===== src/rtl/wb_sdrc_arbiter.sv =====
// Two-master Wishbone arbiter in front of a single SDRAM controller port.
// Round-robin on ties, burst lock while the granted cyc is held, stall timeout with err.
module wb_sdrc_arbiter #(
  parameter int AW      = 26,
  parameter int DW      = 32,
  parameter int TIMEOUT = 255
) (
  input  logic            wb_clk_i,
  input  logic            wb_rst_i,

  input  logic            m0_wb_cyc_i,
  input  logic            m0_wb_stb_i,
  input  logic            m0_wb_we_i,
  input  logic [DW/8-1:0] m0_wb_sel_i,
  input  logic [AW-1:0]   m0_wb_adr_i,
  input  logic [DW-1:0]   m0_wb_dat_i,
  output logic [DW-1:0]   m0_wb_dat_o,
  output logic            m0_wb_ack_o,
  output logic            m0_wb_err_o,

  input  logic            m1_wb_cyc_i,
  input  logic            m1_wb_stb_i,
  input  logic            m1_wb_we_i,
  input  logic [DW/8-1:0] m1_wb_sel_i,
  input  logic [AW-1:0]   m1_wb_adr_i,
  input  logic [DW-1:0]   m1_wb_dat_i,
  output logic [DW-1:0]   m1_wb_dat_o,
  output logic            m1_wb_ack_o,
  output logic            m1_wb_err_o,

  output logic            s_wb_cyc_o,
  output logic            s_wb_stb_o,
  output logic            s_wb_we_o,
  output logic [DW/8-1:0] s_wb_sel_o,
  output logic [AW-1:0]   s_wb_adr_o,
  output logic [DW-1:0]   s_wb_dat_o,
  input  logic [DW-1:0]   s_wb_dat_i,
  input  logic            s_wb_ack_i,

  output logic [1:0]      grant_o,
  output logic            busy_o
);

  localparam logic [15:0] TIMEOUT_VAL = 16'(TIMEOUT);

  // State encoding doubles as the one-hot grant vector.
  typedef enum logic [1:0] {
    IDLE = 2'b00,
    GNT0 = 2'b01,
    GNT1 = 2'b10
  } state_t;

  state_t      state, state_nxt;
  logic        last_grant, last_grant_nxt;
  logic [15:0] stall_cnt, stall_cnt_nxt;

  logic        gnt_cyc;
  logic        gnt_stb;
  logic        timeout;
  logic        ack_ok;

  // NOTE: sequential state uses non-blocking assignments so every register
  // samples the pre-edge values regardless of statement order.
  always_ff @(posedge wb_clk_i or posedge wb_rst_i) begin
    if (wb_rst_i) begin
      state      <= IDLE;
      last_grant <= 1'b1;
      stall_cnt  <= '0;
    end else begin
      state      <= state_nxt;
      last_grant <= last_grant_nxt;
      stall_cnt  <= stall_cnt_nxt;
    end
  end

  // NOTE: every signal written here gets a default first, so no path can
  // leave it unassigned and infer a latch.
  always_comb begin
    gnt_cyc    = 1'b0;
    gnt_stb    = 1'b0;
    s_wb_we_o  = 1'b0;
    s_wb_sel_o = '0;
    s_wb_adr_o = '0;
    s_wb_dat_o = '0;
    unique case (state)
      GNT0: begin
        gnt_cyc    = m0_wb_cyc_i;
        gnt_stb    = m0_wb_cyc_i & m0_wb_stb_i;
        s_wb_we_o  = m0_wb_we_i;
        s_wb_sel_o = m0_wb_sel_i;
        s_wb_adr_o = m0_wb_adr_i;
        s_wb_dat_o = m0_wb_dat_i;
      end
      GNT1: begin
        gnt_cyc    = m1_wb_cyc_i;
        gnt_stb    = m1_wb_cyc_i & m1_wb_stb_i;
        s_wb_we_o  = m1_wb_we_i;
        s_wb_sel_o = m1_wb_sel_i;
        s_wb_adr_o = m1_wb_adr_i;
        s_wb_dat_o = m1_wb_dat_i;
      end
      default: ;
    endcase
  end

  // An ack landing on the terminal stall cycle wins over the timeout.
  assign timeout    = gnt_stb & ~s_wb_ack_i & (stall_cnt == TIMEOUT_VAL);
  assign ack_ok     = gnt_stb & s_wb_ack_i;
  assign s_wb_cyc_o = gnt_cyc & ~timeout;
  assign s_wb_stb_o = gnt_stb & ~timeout;

  always_comb begin
    state_nxt = state;
    unique case (state)
      IDLE: begin
        if (m0_wb_cyc_i && m1_wb_cyc_i) state_nxt = last_grant ? GNT0 : GNT1;
        else if (m0_wb_cyc_i)           state_nxt = GNT0;
        else if (m1_wb_cyc_i)           state_nxt = GNT1;
      end
      GNT0: if (!m0_wb_cyc_i || timeout) state_nxt = m1_wb_cyc_i ? GNT1 : IDLE;
      GNT1: if (!m1_wb_cyc_i || timeout) state_nxt = m0_wb_cyc_i ? GNT0 : IDLE;
      default: state_nxt = IDLE;
    endcase
  end

  always_comb begin
    last_grant_nxt = last_grant;
    if (state_nxt == GNT0)      last_grant_nxt = 1'b0;
    else if (state_nxt == GNT1) last_grant_nxt = 1'b1;
  end

  // Counter tracks consecutive stalled strobes of the current grant only.
  always_comb begin
    if (state_nxt != state || !s_wb_stb_o || s_wb_ack_i) stall_cnt_nxt = '0;
    else                                                  stall_cnt_nxt = stall_cnt + 16'd1;
  end

  assign m0_wb_dat_o = s_wb_dat_i;
  assign m1_wb_dat_o = s_wb_dat_i;
  assign m0_wb_ack_o = (state == GNT0) & ack_ok;
  assign m1_wb_ack_o = (state == GNT1) & ack_ok;
  assign m0_wb_err_o = (state == GNT0) & timeout;
  assign m1_wb_err_o = (state == GNT1) & timeout;

  assign grant_o = state;
  assign busy_o  = (state != IDLE);

endmodule


===== config.mk =====
export PLATFORM = sky130hd
export DESIGN_NAME = wb_sdrc_arbiter
export DESIGN_NICKNAME = d
export VERILOG_FILES = /design/src/rtl/wb_sdrc_arbiter.sv
export SDC_FILE = /design/constraint.sdc
export NUM_CORES = 1
export LEC_CHECK = 0
export BUFFER_PORTS_ARGS = -buffer_cell sky130_fd_sc_hd__buf_4
export CELL_PAD_IN_SITES_DETAIL_PLACEMENT = 1
export CELL_PAD_IN_SITES_GLOBAL_PLACEMENT = 1
export CORE_AREA = 2 2 117 119
export DETAILED_ROUTE_END_ITERATION = 8
export DIE_AREA = 0 0 119 121
export GPL_TIMING_DRIVEN = 0
export PLACE_DENSITY = 0.81
export SKIP_CTS_REPAIR_TIMING = 1
export SYNTH_ARGS = -nofsm -noshare
export SYNTH_HDL_FRONTEND = slang
export SYNTH_SLANG_ARGS = --single-unit

===== constraint.sdc =====
create_clock -name wb_clk_i -period 2.6 [get_ports wb_clk_i]
set_input_delay 0.39 -clock wb_clk_i [delete_from_list [all_inputs] [get_ports wb_clk_i]]
set_output_delay 0.39 -clock wb_clk_i [all_outputs]
set_load 0.05 [all_outputs]

### Yosys cells after proc, flatten, opt, wreduce, memory -nomap -nowiden

Cells that the tools add are included.

| word-level totals | value |
|---|---|
| output and inout bits | 136 |
| flip-flop bits (word level) | 19 |

| operators by class | value |
|---|---|
| equality and inequality tests | 6 |
| multiplexer cells | 18 |
| add/sub/neg operators | 1 |
| reductions and logical operators | 11 |
| bitwise operators | 13 |

Operators by type and width:

| kind | count |
|---|---|
| case mux 32 bit (2 select lines) | 1 |
| case mux 26 bit (2 select lines) | 1 |
| adder 16 x 1 -> 16 bit, second input constant | 1 |
| == test 16 x 8 -> 1 bit, second input constant | 1 |
| two-way mux 16 bit | 1 |
| two-way mux 2 bit | 7 |
| AND 1 bit | 11 |
| case mux 4 bit (2 select lines) | 1 |
| case mux 1 bit (2 select lines) | 3 |
| case mux 2 bit (3 select lines) | 1 |
| == test 2 x 1 -> 1 bit, second input constant | 2 |
| == test 2 bit, second input constant | 2 |
| logical OR 1 bit | 4 |
| nonzero test 2 bit | 2 |
| zero test 1 bit | 3 |
| two-way mux 1 bit | 3 |
| zero test 2 bit | 1 |
| inequality test 2 bit | 1 |
| NOT 1 bit | 2 |
| logical AND 1 bit | 1 |

### Logic depth before layout (Yosys ltp)

| depth | value |
|---|---|
| word-level depth | 11 |
| depth in mapped cells | 12 |

### Worst setup path before layout

OpenSTA, ideal clock, no wires.

| timing | value |
|---|---|
| path kind | register to output |
| from | register state[1] (netlist: grant_o[1]) |
| to | output s_wb_adr_o[0] |
| arrival time | 2558 ps |
| slack | -348 ps |
| required time | 2210 ps |
| cell stages (with the launch flop) | 7 |
| cell sequence | dfrtp_1 -> ha_1 -> clkbuf_1 -> clkbuf_1 -> clkbuf_1 -> a22oi_1 -> nor2b_1 |

| between the ends | value |
|---|---|
| longest elaborated chain between the ends | 2 |
| elaborated cells on any way between the ends | 3 |
| classes of those cells | eq/ne (2); mux (1) |

Ends and longest elaborated chain:

| item | RTL line | text |
|---|---|---|
| from (decl) | 53 | `state_t state, state_nxt;` |
| from (signal assigned) | 70 | `state <= state_nxt;` |
| == test 2 bit or == test 2 x 1 -> 1 bit (tied branches) | 85 | `unique case (state)` |
| case mux 26 bit (2 select lines) (*) | 85 |  |
| to (decl) | 35 | `output logic [AW-1:0] s_wb_adr_o,` |

Every way passes the cells marked *; elsewhere a longest branch is shown, timed or not.

### Worst setup path after layout

| timing | value |
|---|---|
| from | register state[0] (netlist: grant_o[0]) |
| to | output s_wb_dat_o[28] |

| between the ends | value |
|---|---|
| longest elaborated chain between the ends | 2 |
| elaborated cells on any way between the ends | 3 |
| classes of those cells | eq/ne (2); mux (1) |

Ends and longest elaborated chain:

| item | RTL line | text |
|---|---|---|
| == test 2 bit or == test 2 x 1 -> 1 bit (tied branches) | 85 |  |
| case mux 32 bit (2 select lines) (*) | 85 |  |
| to (decl) | 36 | `output logic [DW-1:0] s_wb_dat_o,` |

Marks and branches as above.

==> summary.txt <==
Run status
  – Status: completed

Timing
  – Clock skew: 2.67 ps
  – Sum of negative setup slack: 0 ps
  – FMAX: 396 MHz
  – Final critical-path required period: 2530 ps
  – Rel. slew slack: 0.487
  – Worst slew pin tran: a little under 800 ps
  – Minimum hold slack: between 200 and 300 ps
  – Slew Limit Fails: 0
  – Final setup viols: 0
  – Crit share post-route: 0.972
  – Hold Violations, Final: 0

Cells and area
  – Final core utilization: 0.408
  – Nets@finish: around 800
  – Area delta synth->final: 99.7%
  – Sequential Area: 479 µm²
  – Area of the multi-input gates: about 1900 µm²
  – Fillers: ~1600
  – Inserted Diodes: 0
  – Share of post-route cells with drive strength above 1: 0.689

Route
  – Initial DRC Count: 165
  – DR vias/cell: around 4.5
  – DR DRC count: 0
  – Wirelength, routed: approximately 15 mm
  – Drt pass-1 iters: 4
  – Final ANT Viol Nets: 0
  – WL per Instance: 19.2 µm
  – DR vias: 3600

Logic synthesis
  – Area contributors post-synth: a22oi_1 18%, buf_4 18%, dfrtp_1 17%, nor2b_1 15%, nor2_1 3.5%
  – Area leader, netlist: a22oi_1
  – Synth Instances: ~350
  – Sequential share of the synthesized area: 0.178
  – Syn_nets: 525
  – Ys flop type: dfrtp_1
  – Synth cell types: 40
  – Synthesis Warnings: 0
  – Share of the synthesized area in the top cell type: 0.180
  – Syn Area/Cell: approximately 7.5 µm²
  – Async SR Flop Fraction: 1.00
  – Seq cells post-synth: 19
  – Post-synth EDFFs: 0
  – Post-Syn Area: 2670 µm²

Power
  – Worst ir drop on vdd: roughly 0.62 mV
  – Power Density: roughly 1000 nW/µm²
  – Leakage power total: between 2 and 3 nW

Clock tree
  – Clock Latency Late Sink: approximately 250 ps
  – Clock Path Buffers: 2
  – Sink Count: 19
  – Num CTS Buffers: 3
  – Clk slew on worst S/H paths: about 60 ps
  – CTS tree: built
  – Root Buffer: clkbuf_16
  – H-Tree Depth: 1

Floorplanning
  – Die Y: 121 µm
  – Die span in x: roughly 120 µm
  – I/O Pins: between 300 and 400
  – Core area: 13100 µm²
  – Row Count: 42
  – Initial Util: 0.204
  – Die Area: 14400 µm²

Placement
  – GP Congestion: 0.790
  – Final HPWL DP: around 13 mm
  – PortBufs: approximately 270

Run
  – Max_cap viols: 0

Global route
  – Pin count of the biggest net entering global routing: 20
  – Initial antenna violation count: 0
  – Global-route wire length before repair: 22.0 mm
  – Gr usage total: 0.197
  – GRT overflow: 0
  – Number of global-route vias before repair: 3812

Worst hold path
  – HP Class: in2async

Setup path
  – Type of origin of the critical path: register
  – Worst Path Required: between 2000 and 2500 ps
  – Setup crit end kind: output port
  – Crit path DAT: between 2000 and 2500 ps
  – WS Path Type: reg2out
  – Largest fanout on the critical path: 10
[worst max-delay path: stages (launching register included)]
cell and delay [ps]:
dfrtp_2 420, inv_2 80, ha_4 270, clkbuf_2 260, clkbuf_1 290, nor2b_2 310, buf_4 240
[layout make-up]
cell class,count,area share
timing repair buffer,273,0.385
multi-input combinational,238,0.351
sequential,19,0.0898
tap,176,0.0413
clock buffer,3,0.0141
inverter,6,0.00422
clock inverter,1,0.000938
buffer,90,0.114
[cell families after synthesis]
group | Yosys count | synth area share
XOR/XNOR | 14 | 0.0459
AND/OR/NAND/NOR | 138 | 0.292
adder cells (fa/ha/maj) | 6 | 0.0281
flip-flops | 19 | 0.178
buffers and inverters | 97 | 0.228
AO/OA/AOI/OAI | 80 | 0.228
[through the flow]
stage	setup slack, ps	cells	area, µm²	total power (W)
floorplan	26.9	354	2920	0.00368
global placement	-303	798	5150	0.00501
detailed placement	-406	798	5150	0.00508
CTS	-691	802	5230	0.00543
global route	-7.28	806	5340	0.00580
finish	73.7	806	5340	0.00550
[power breakdown]
group	internal (W)	leakage, nW	switching (W)	total, W
logic	0.00177	2.30	0.00304	0.00482
clock network	0.000207	0.0409	0.000118	0.000324
registers	0.000331	0.257	0.0000282	0.000359
total	0.00231	2.59	0.00319	0.00550
[synthesized netlist by cell type (2+ instances only)]
library cell and number:
xor2_1 6, o21a_1 2, nor3_1 7, clkbuf_1 21
nor2b_1 64, nand3b_1 2, nor2_1 25, buf_1 2
buf_2 4, o21ai_0 2, nand4_1 6, xnor2_1 8
and3_1 3, ha_1 6, and2_1 3, dfrtp_1 18
buf_4 64, nand2_1 14, a21oi_1 2, nand3_1 7
inv_1 6, a22oi_1 64
[per-layer routing]
metal	part of all wire	track usage	vias to the layer above	wire length (µm)
met1	0.41	0.243	1706	6330
met5	0	0	-	0
met4	0.0030	0.0156	0	46
met3	0.081	0.0573	5	1260
met2	0.51	0.355	166	7810
li1	-	-	1723	-
[worst paths after layout]
kind	startpoint	endpoint	slack, ps	depth (start not counted)
max	grant_o[0]$_DFF_PP0_	s_wb_dat_o[28]	70	6
min	wb_rst_i	stall_cnt[7]$_DFF_PP0_	280	2
max reg2reg	grant_o[1]$_DFF_PP0_	last_grant$_DFFE_PP1P_	130	10
min reg2reg	stall_cnt[0]$_DFF_PP0_	stall_cnt[0]$_DFF_PP0_	490	1
max in group asynchronous	wb_rst_i	grant_o[0]$_DFF_PP0_	1790	2
min in group wb_clk_i	stall_cnt[0]$_DFF_PP0_	stall_cnt[0]$_DFF_PP0_	490	1
[flip-flops by register name, indices dropped and copies added (netlist names)]
name,flops
last_grant,1
stall_cnt,16
grant_o,2
[layout by cell type (no fill, tap or decap), types with 2 or more instances in the layout]
cell,netlist,routed
clkbuf_1,21,8
clkbuf_16,0,3
ha_1,6,3
buf_6,0,2
nor3_1,7,7
buf_4,64,336
nor2_1,25,25
nor2b_2,0,41
buf_2,4,5
xnor2_1,8,8
clkbuf_2,0,10
nor2b_1,64,4
a22oi_1,64,64
inv_2,0,2
nand3_1,7,7
nand4_1,6,6
nand2_1,14,14
o21a_1,2,2
and3_1,3,2
dfrtp_1,18,16
nand3b_1,2,2
and2_1,3,2
nor2b_4,0,19
ha_4,0,2
inv_1,6,4
o21ai_0,2,2
a21oi_1,2,2
xor2_1,6,6
dfrtp_2,0,2
Power figures use the tool's default switching activity.
